## src/rtl/kpyd_pkg.sv

```systemverilog
// rtl/kpyd_pkg.sv - shared types, defaults and encode helpers for the keypad scanner
package kpyd_pkg;

  localparam int unsigned KPYD_ROWS_DEF   = 4;
  localparam int unsigned KPYD_COLS_DEF   = 4;
  localparam int unsigned KPYD_SETTLE_DEF = 16;

  // Widest key matrix the encode helpers accept; callers zero-extend into it.
  localparam int unsigned KPYD_MAX_KEYS = 256;

  typedef enum logic [1:0] {
    ST_SETTLE,
    ST_SAMPLE,
    ST_COMMIT
  } kpyd_state_e;

  function automatic int unsigned key_width(input int unsigned rows, input int unsigned cols);
    return (rows * cols > 1) ? $clog2(rows * cols) : 1;
  endfunction

  function automatic int lowest_set(input logic [KPYD_MAX_KEYS-1:0] v);
    int idx;
    idx = 0;
    for (int i = KPYD_MAX_KEYS - 1; i >= 0; i--) begin
      if (v[i]) idx = i;
    end
    return idx;
  endfunction

  // popcount(v) > 1 is equivalent to v still being non-zero once its lowest set bit is cleared
  function automatic logic more_than_one(input logic [KPYD_MAX_KEYS-1:0] v);
    return |(v & (v - {{(KPYD_MAX_KEYS-1){1'b0}}, 1'b1}));
  endfunction

endpackage

```

## src/rtl/kpyd_sync.sv

```systemverilog
// rtl/kpyd_sync.sv - parameterized-width 2-flop synchronizer, resets to all ones
module kpyd_sync #(
  parameter int unsigned WIDTH = 4
) (
  input  logic             clk_i,
  input  logic             reset_n_i,
  input  logic [WIDTH-1:0] d_i,
  output logic [WIDTH-1:0] q_o
);

  logic [WIDTH-1:0] meta_q;
  logic [WIDTH-1:0] sync_q;

  always_ff @(posedge clk_i or negedge reset_n_i) begin
    if (!reset_n_i) begin
      meta_q <= '1;
      sync_q <= '1;
    end else begin
      meta_q <= d_i;
      sync_q <= meta_q;
    end
  end

  assign q_o = sync_q;

endmodule

```

## src/rtl/kpyd_scanner.sv

```systemverilog
// rtl/kpyd_scanner.sv - column-strobing matrix keypad scanner with per-frame key summary
module kpyd_scanner
  import kpyd_pkg::*;
#(
  parameter int unsigned rows_p          = KPYD_ROWS_DEF,
  parameter int unsigned cols_p          = KPYD_COLS_DEF,
  parameter int unsigned settle_cycles_p = KPYD_SETTLE_DEF
) (
  input  logic                                    clk_i,
  input  logic                                    reset_n_i,
  input  logic [rows_p-1:0]                       row_i,
  output logic [cols_p-1:0]                       col_o,
  output logic                                    press_o,
  output logic [key_width(rows_p, cols_p)-1:0]    key_o,
  output logic                                    multi_o,
  output logic                                    frame_o
);

  localparam int unsigned NK = rows_p * cols_p;
  localparam int unsigned KW = key_width(rows_p, cols_p);
  localparam int unsigned CW = (cols_p > 1) ? $clog2(cols_p) : 1;
  localparam int unsigned SW = (settle_cycles_p > 1) ? $clog2(settle_cycles_p) : 1;

  localparam logic [CW-1:0] COL_LAST = CW'(cols_p - 1);
  localparam logic [SW-1:0] CNT_LOAD = SW'(settle_cycles_p - 1);

  logic [rows_p-1:0] row_s;

  kpyd_sync #(.WIDTH(rows_p)) u_sync (
    .clk_i     (clk_i),
    .reset_n_i (reset_n_i),
    .d_i       (row_i),
    .q_o       (row_s)
  );

  kpyd_state_e       state_q, state_d;
  logic [SW-1:0]     cnt_q, cnt_d;
  logic [CW-1:0]     col_idx_q, col_idx_d;
  logic [NK-1:0]     acc_q, acc_d;
  logic [cols_p-1:0] col_q, col_d;
  logic              press_q, press_d;
  logic [KW-1:0]     key_q, key_d;
  logic              multi_q, multi_d;
  logic              frame_q, frame_d;

  always_comb begin
    state_d   = state_q;
    cnt_d     = cnt_q;
    col_idx_d = col_idx_q;
    acc_d     = acc_q;
    press_d   = press_q;
    key_d     = key_q;
    multi_d   = multi_q;
    frame_d   = 1'b0;

    case (state_q)
      ST_SETTLE: begin
        if (cnt_q == '0) state_d = ST_SAMPLE;
        else             cnt_d   = cnt_q - 1'b1;
      end
      ST_SAMPLE: begin
        acc_d[int'(col_idx_q) * rows_p +: rows_p] = ~row_s;
        if (col_idx_q == COL_LAST) begin
          state_d = ST_COMMIT;
        end else begin
          col_idx_d = col_idx_q + 1'b1;
          cnt_d     = CNT_LOAD;
          state_d   = ST_SETTLE;
        end
      end
      ST_COMMIT: begin
        press_d = |acc_q;
        if (|acc_q) key_d = KW'(lowest_set(KPYD_MAX_KEYS'(acc_q)));
        multi_d   = more_than_one(KPYD_MAX_KEYS'(acc_q));
        frame_d   = 1'b1;
        acc_d     = '0;
        col_idx_d = '0;
        cnt_d     = CNT_LOAD;
        state_d   = ST_SETTLE;
      end
      default: state_d = ST_SETTLE;
    endcase

    // Strobe is registered from the next state so it tracks the FSM without a decode glitch.
    if (state_d == ST_COMMIT) col_d = '1;
    else                      col_d = ~({{(cols_p-1){1'b0}}, 1'b1} << col_idx_d);
  end

  always_ff @(posedge clk_i or negedge reset_n_i) begin
    if (!reset_n_i) begin
      state_q   <= ST_SETTLE;
      cnt_q     <= CNT_LOAD;
      col_idx_q <= '0;
      acc_q     <= '0;
      col_q     <= '1;
      press_q   <= 1'b0;
      key_q     <= '0;
      multi_q   <= 1'b0;
      frame_q   <= 1'b0;
    end else begin
      state_q   <= state_d;
      cnt_q     <= cnt_d;
      col_idx_q <= col_idx_d;
      acc_q     <= acc_d;
      col_q     <= col_d;
      press_q   <= press_d;
      key_q     <= key_d;
      multi_q   <= multi_d;
      frame_q   <= frame_d;
    end
  end

  assign col_o   = col_q;
  assign press_o = press_q;
  assign key_o   = key_q;
  assign multi_o = multi_q;
  assign frame_o = frame_q;

endmodule
```

## config.mk

```make
export PLATFORM = sky130hd
export DESIGN_NAME = kpyd_scanner
export DESIGN_NICKNAME = d
export VERILOG_FILES = /design/src/rtl/kpyd_pkg.sv /design/src/rtl/kpyd_sync.sv /design/src/rtl/kpyd_scanner.sv
export SDC_FILE = /design/constraint.sdc
export NUM_CORES = 1
export LEC_CHECK = 0
export CORE_MARGIN = 2
export CORE_UTILIZATION = 60
export DETAILED_ROUTE_END_ITERATION = 10
export PLACE_DENSITY = 0.92
export SYNTH_ARGS = -nofsm -noshare
export SYNTH_HDL_FRONTEND = slang
export SYNTH_SLANG_ARGS = --single-unit
```

## constraint.sdc

```tcl
create_clock -name clk_i -period 5.52 [get_ports clk_i]
set_input_delay 1.104 -clock clk_i [delete_from_list [all_inputs] [get_ports clk_i]]
set_output_delay 1.104 -clock clk_i [all_outputs]
set_load 0.01 [all_outputs]
```

# After elaboration in Yosys (flattened, before gate mapping)
# Index checks and enable logic that the tools add are counted.
[totals]
inputBits = 6
output_inout_bits = 11
regBits = 43
wordCells = 63
[classes]
mux = 28
eq_ne = 6
shift = 3
n_reduce_logical = 8
addsub = 4
bitwise = 3
[op_table]
columns = ["cell", "count"]
rows = [
  ["16-bit by 256-bit AND with 256-bit output", 1],
  ["256-bit OR reduction", 1],
  ["4-bit two-way mux", 19],
  ["4-bit negator with 34-bit output", 1],
  ["4-bit by 34-bit variable shift with 16-bit output (first input constant)", 1],
  ["4-bit by 34-bit indexed part select with 16-bit output", 1],
  ["16-bit case mux with 2 select lines", 1],
  ["16-bit by 1-bit subtractor with 17-bit output (second input constant)", 1],
  ["16-bit bitwise mux", 1],
  ["16-bit OR reduction", 1],
  ["4-bit case mux with 3 select lines", 1],
  ["4-bit NOT", 2],
  ["2-bit case mux with 2 select lines", 2],
  ["2-bit == test (second input constant)", 3],
  ["2-bit two-way mux", 3],
  ["4-bit zero test", 1],
  ["2-bit inequality test (second input constant)", 2],
  ["1-bit by 2-bit left shift with 4-bit output (first input constant)", 1],
  ["4-bit by 1-bit subtractor with 4-bit output (second input constant)", 1],
  ["3-bit AND reduction", 1],
  ["3-bit nonzero test", 1],
  ["2-bit by 1-bit adder with 2-bit output (second input constant)", 1],
  ["2-bit by 1-bit == test with 1-bit output (second input constant)", 1],
  ["2-bit zero test", 1],
  ["3 further kinds", 3],
]

# Longest topological paths before layout
[depth]
word_depth = 16
mapped_depth = 7
mapped_depth_nobuf = 7

# Cells and area by module
# A second synthesis with hierarchy kept.
[unflattened]
cells_unflattened = 208
area_unflattened_um2 = 2037.0
[modules_own_cells]
columns = ["module", "area_per_inst_um2", "cells_per_inst", "seq_area_each_um2", "instances"]
rows = [
  ["kpyd_scanner", 1826.8, 200, 885.8, 1],
  ["kpyd_sync", 210.2, 8, 210.2, 1],
]

# Worst setup path after synthesis
# Ideal clock, no wire load.
[synth_path]
path_kind = "register to register"
startpoint = "register cnt_q[0]"
endpoint = "register cnt_q[2]"
setup_time_ps = 81
required_time_ps = 5439
path_stages_with_launch = 8
path_slack_ps = 3792
period_less_slack_ps = 1728
path_buffers = 0
arrival_time_ps = 1646
path_cell_list = "dfstp_2 > inv_1 > ha_1 > nor3b_2 > a221oi_1 > nand3_1 > o21ai_0 > a21oi_1"
[synth_via]
elab_chain_cells = 3
elab_cells_between_ends = 6
classes_between = "1 x add/sub; 1 x eq/ne; 2 x mux; 2 x reduce/logical"
[synth_lines]
columns = ["item", "line", "rtl"]
rows = [
  ["start, declared", "kpyd_scanner.sv:37", "logic [SW-1:0] cnt_q, cnt_d;"],
  ["start signal, assigned", "kpyd_scanner.sv:102", "cnt_q <= cnt_d;"],
  ["4-bit by 1-bit subtractor with 4-bit output or 4-bit zero test (tied branches)", "kpyd_scanner.sv:59, kpyd_scanner.sv:58", ""],
  ["4-bit two-way mux or 2-bit inequality test (tied branches)", "--", ""],
  ["4-bit case mux with 3 select lines or 3-bit AND reduction (tied branches)", "--", ""],
]
# Several ways; a longest one is shown, not always the timed one. The select of a mux whose other input is x is not followed.
# A chain may end at the register's enable or synchronous reset.

# Worst setup path in the final report
[layout_path]
startpoint = "register col_q[1] (netlist: col_o[1])"
endpoint = "output port col_o[1]"
[layout_rtl]
columns = ["item", "line", "rtl"]
rows = [
  ["start, declared", "kpyd_scanner.sv:40", "logic [cols_p-1:0] col_q, col_d;"],
  ["start signal, assigned", "kpyd_scanner.sv:105", "col_q <= col_d;"],
  ["end, declared", "kpyd_scanner.sv:12", "output logic [cols_p-1:0] col_o,"],
]
# No word-level cell between the ends.

==> impl_metrics.tcl <==
set metrics [dict create \
    slew_viol_final 0 \
    ys.flop_type "dfrtp_1" \
    final_layout_size_suffix_gt1_share_pct 17.35 \
    grt_pass1_wl_um 6768 \
    hold-worst-slack_ns 0.3648 \
    overflow 0 \
    die_area_um2 3870 \
    layout_commonest_cell "o21ai_0" \
    antenna_found_initial 0 \
    core_um2 3284 \
    drcViolationCount 0 \
    ir_worst_vdd_uv 159.6 \
    ctsHtreeMaxLevel 2 \
    r2r_setup_slack_ns 3.54 \
    end_kind "primary output" \
    cp-start-kind "register" \
    vias 1535 \
    initialDrtViolationCount 54 \
    area_delta_synth_final_pct 13.35 \
    gp_congestion 0.8043 \
    slew_headroom_pct 39.41 \
    rows 21 \
    tightest_slew_ns 0.9089 \
    grt_setup_unrepaired "no" \
    min_path_type "register to register" \
    synth_top_area_share_pct 33.23 \
    period_needed_ns 2.540 \
    fmaxAchievable_mhz 393.8 \
    critPathTopFamily "flip-flops" \
    start_util_pct 61.90 \
    synth-edff-count 0 \
    syn_inst 197 \
    grt_max_degree 44 \
    place_hpwl_um 2752 \
    ctsHoldBuffers 0 \
    synth_area_um2 2033 \
    ant_nets 0 \
    cts-root-buf "clkbuf_4" \
    yosys-top-cells-area "dfrtp_1 33%, dfstp_2 21%, o21ai_0 6.9%, ha_1 6.2%, nand2_1 4.6%" \
    layout_common_cells "28 x o21ai_0, 27 x dfrtp_1, 25 x nand2_1" \
    grt_usage_pct 22.58 \
    p_leak_nw 0.9636 \
    status "completed" \
    worstSetupPathType "register to primary output" \
    path_clk_slew_ns 0.13 \
    drt_wl_total_um 3761 \
    numPortBuffers 16 \
    clock-sinks 43 \
    drt-pass1-iter-count 4 \
    grt_pass1_vias 1566 \
    cp.arrival_ns 1.44 \
    clk_latency_ns 0.36 \
    finalClockSkew_ns 0.004608 \
    die_x_um 62.21 \
    io-pin-count 17 \
    place_area_um2 2237 \
    worstPathBufferInverterCount 1 \
    via_per_inst 5.792 \
    hp-start "u_sync.meta_q[2]" \
    total_power_w 0.0005261 \
    cts_setup_buffers 0 \
    synth_top_area_cell "dfrtp_1" \
    startpoint "col_o[1]" \
    ctsResizeCount 0 \
    wire_per_inst_um 14.19 \
    cts_tree "yes" \
    cp_slowest_cell "dfstp_2" \
    required_ns 4.42 \
    clock_path_buffers 2 \
    finalSetupTns_ns 0 \
    max_cap_viol_count 0 \
    num_antenna_cells 0 \
    finalHoldViolCount 0 \
    numCtsBuffers 5 \
    synthArstFlopShare_pct 100.0 \
    yosysWarnings 0 \
    fin_nets 234 \
    post-route-util_pct 70.17 \
    power_density_nw_per_um2 228.3 \
    setup_viol 0 \
    finalInstanceArea_um2 2305 \
    worstPathMaxFanout 1 \
    netlist-cell-type-count 38 \
    syn_avg_cell_area_um2 10.32 \
    reg2reg_from "cnt_q[0]" \
    ys_seq_elements 43 \
    yosysSeqAreaShare_pct 53.91 \
    fin_crit_sh_pct 46.01 \
    die_h_um 62.21 \
    synth_nets 213 \
    path_cells "clkdlybuf4s50_1" \
    cp_slowest_stage_delay_ns 0.54 \
]
## report_power, final
part,internal [W],switching (W)
Clock,0.0000627,0.000104
Sequential,0.000325,0.0000117
Combinational,0.00000920,0.0000130
## sequential cells by signal, indices dropped and copies added, names as in the netlist
name	count
u_sync.meta_q	4
col_idx_q	2
press_o	1
state_q	2
col_o	4
multi_o	1
u_sync.q_o	4
cnt_q	4
key_o	4
acc_q	16
frame_o	1
## cells in the mapped netlist (2+ instances only)
cell	number
a221oi_1	2
nor3_1	5
nor4_2	3
nand3_1	3
o31a_1	2
a21oi_1	10
nand2_1	25
nand3b_1	2
nand4_1	4
o22ai_1	3
o21bai_1	2
nand2_2	2
nand2b_1	2
o21ai_0	28
inv_1	12
a31oi_1	2
dfrtp_1	27
ha_1	10
dfstp_2	16
nor2_1	19
## final timing paths
check / end / cells past startpoint
min in group asynchronous: multi_o / 1
min: u_sync.q_o[2] / 0
max reg2reg: cnt_q[2] / 7
max: col_o[1] / 1
max in group asynchronous: acc_q[2] / 1
min reg2reg: u_sync.q_o[2] / 0
## cell families after synthesis
group                    share of synthesized area (%)
AO/OA/AOI/OAI                                    19.51
adder cells (fa/ha/maj)                          6.154
buffers and inverters                            2.646
flip-flops                                       53.91
AND/OR/NAND/NOR                                  17.78
## layer usage
metal  vias up  part of all wire (%)  track usage (%)
met5         -                     0                0
met4         0                   3.0            13.61
met3         8                   3.9            6.159
met2        33                    51            38.45
met1       752                    42            25.31
li1        742                     -                -
## through the flow
step / setup slack (ns) / instances
final: 2.980 / 265
after global routing: 2.903 / 265
after CTS: 2.947 / 265
after detailed placement: 3.382 / 257
after global placement: 3.395 / 257
after floorplan: 3.792 / 197
## cell type report
cell class / count / area [um2]
clock buffers: 6 / 51.30
clock inverters: 2 / 16.27
fillers: 259 / 979.7
inverters: 12 / 45.04
multi-input cells: 140 / 883.3
flip-flops and latches: 43 / 1096
well taps: 46 / 57.56
repair buffers: 16 / 155.1
No activity file was read; power rests on OpenSTA's default activity.
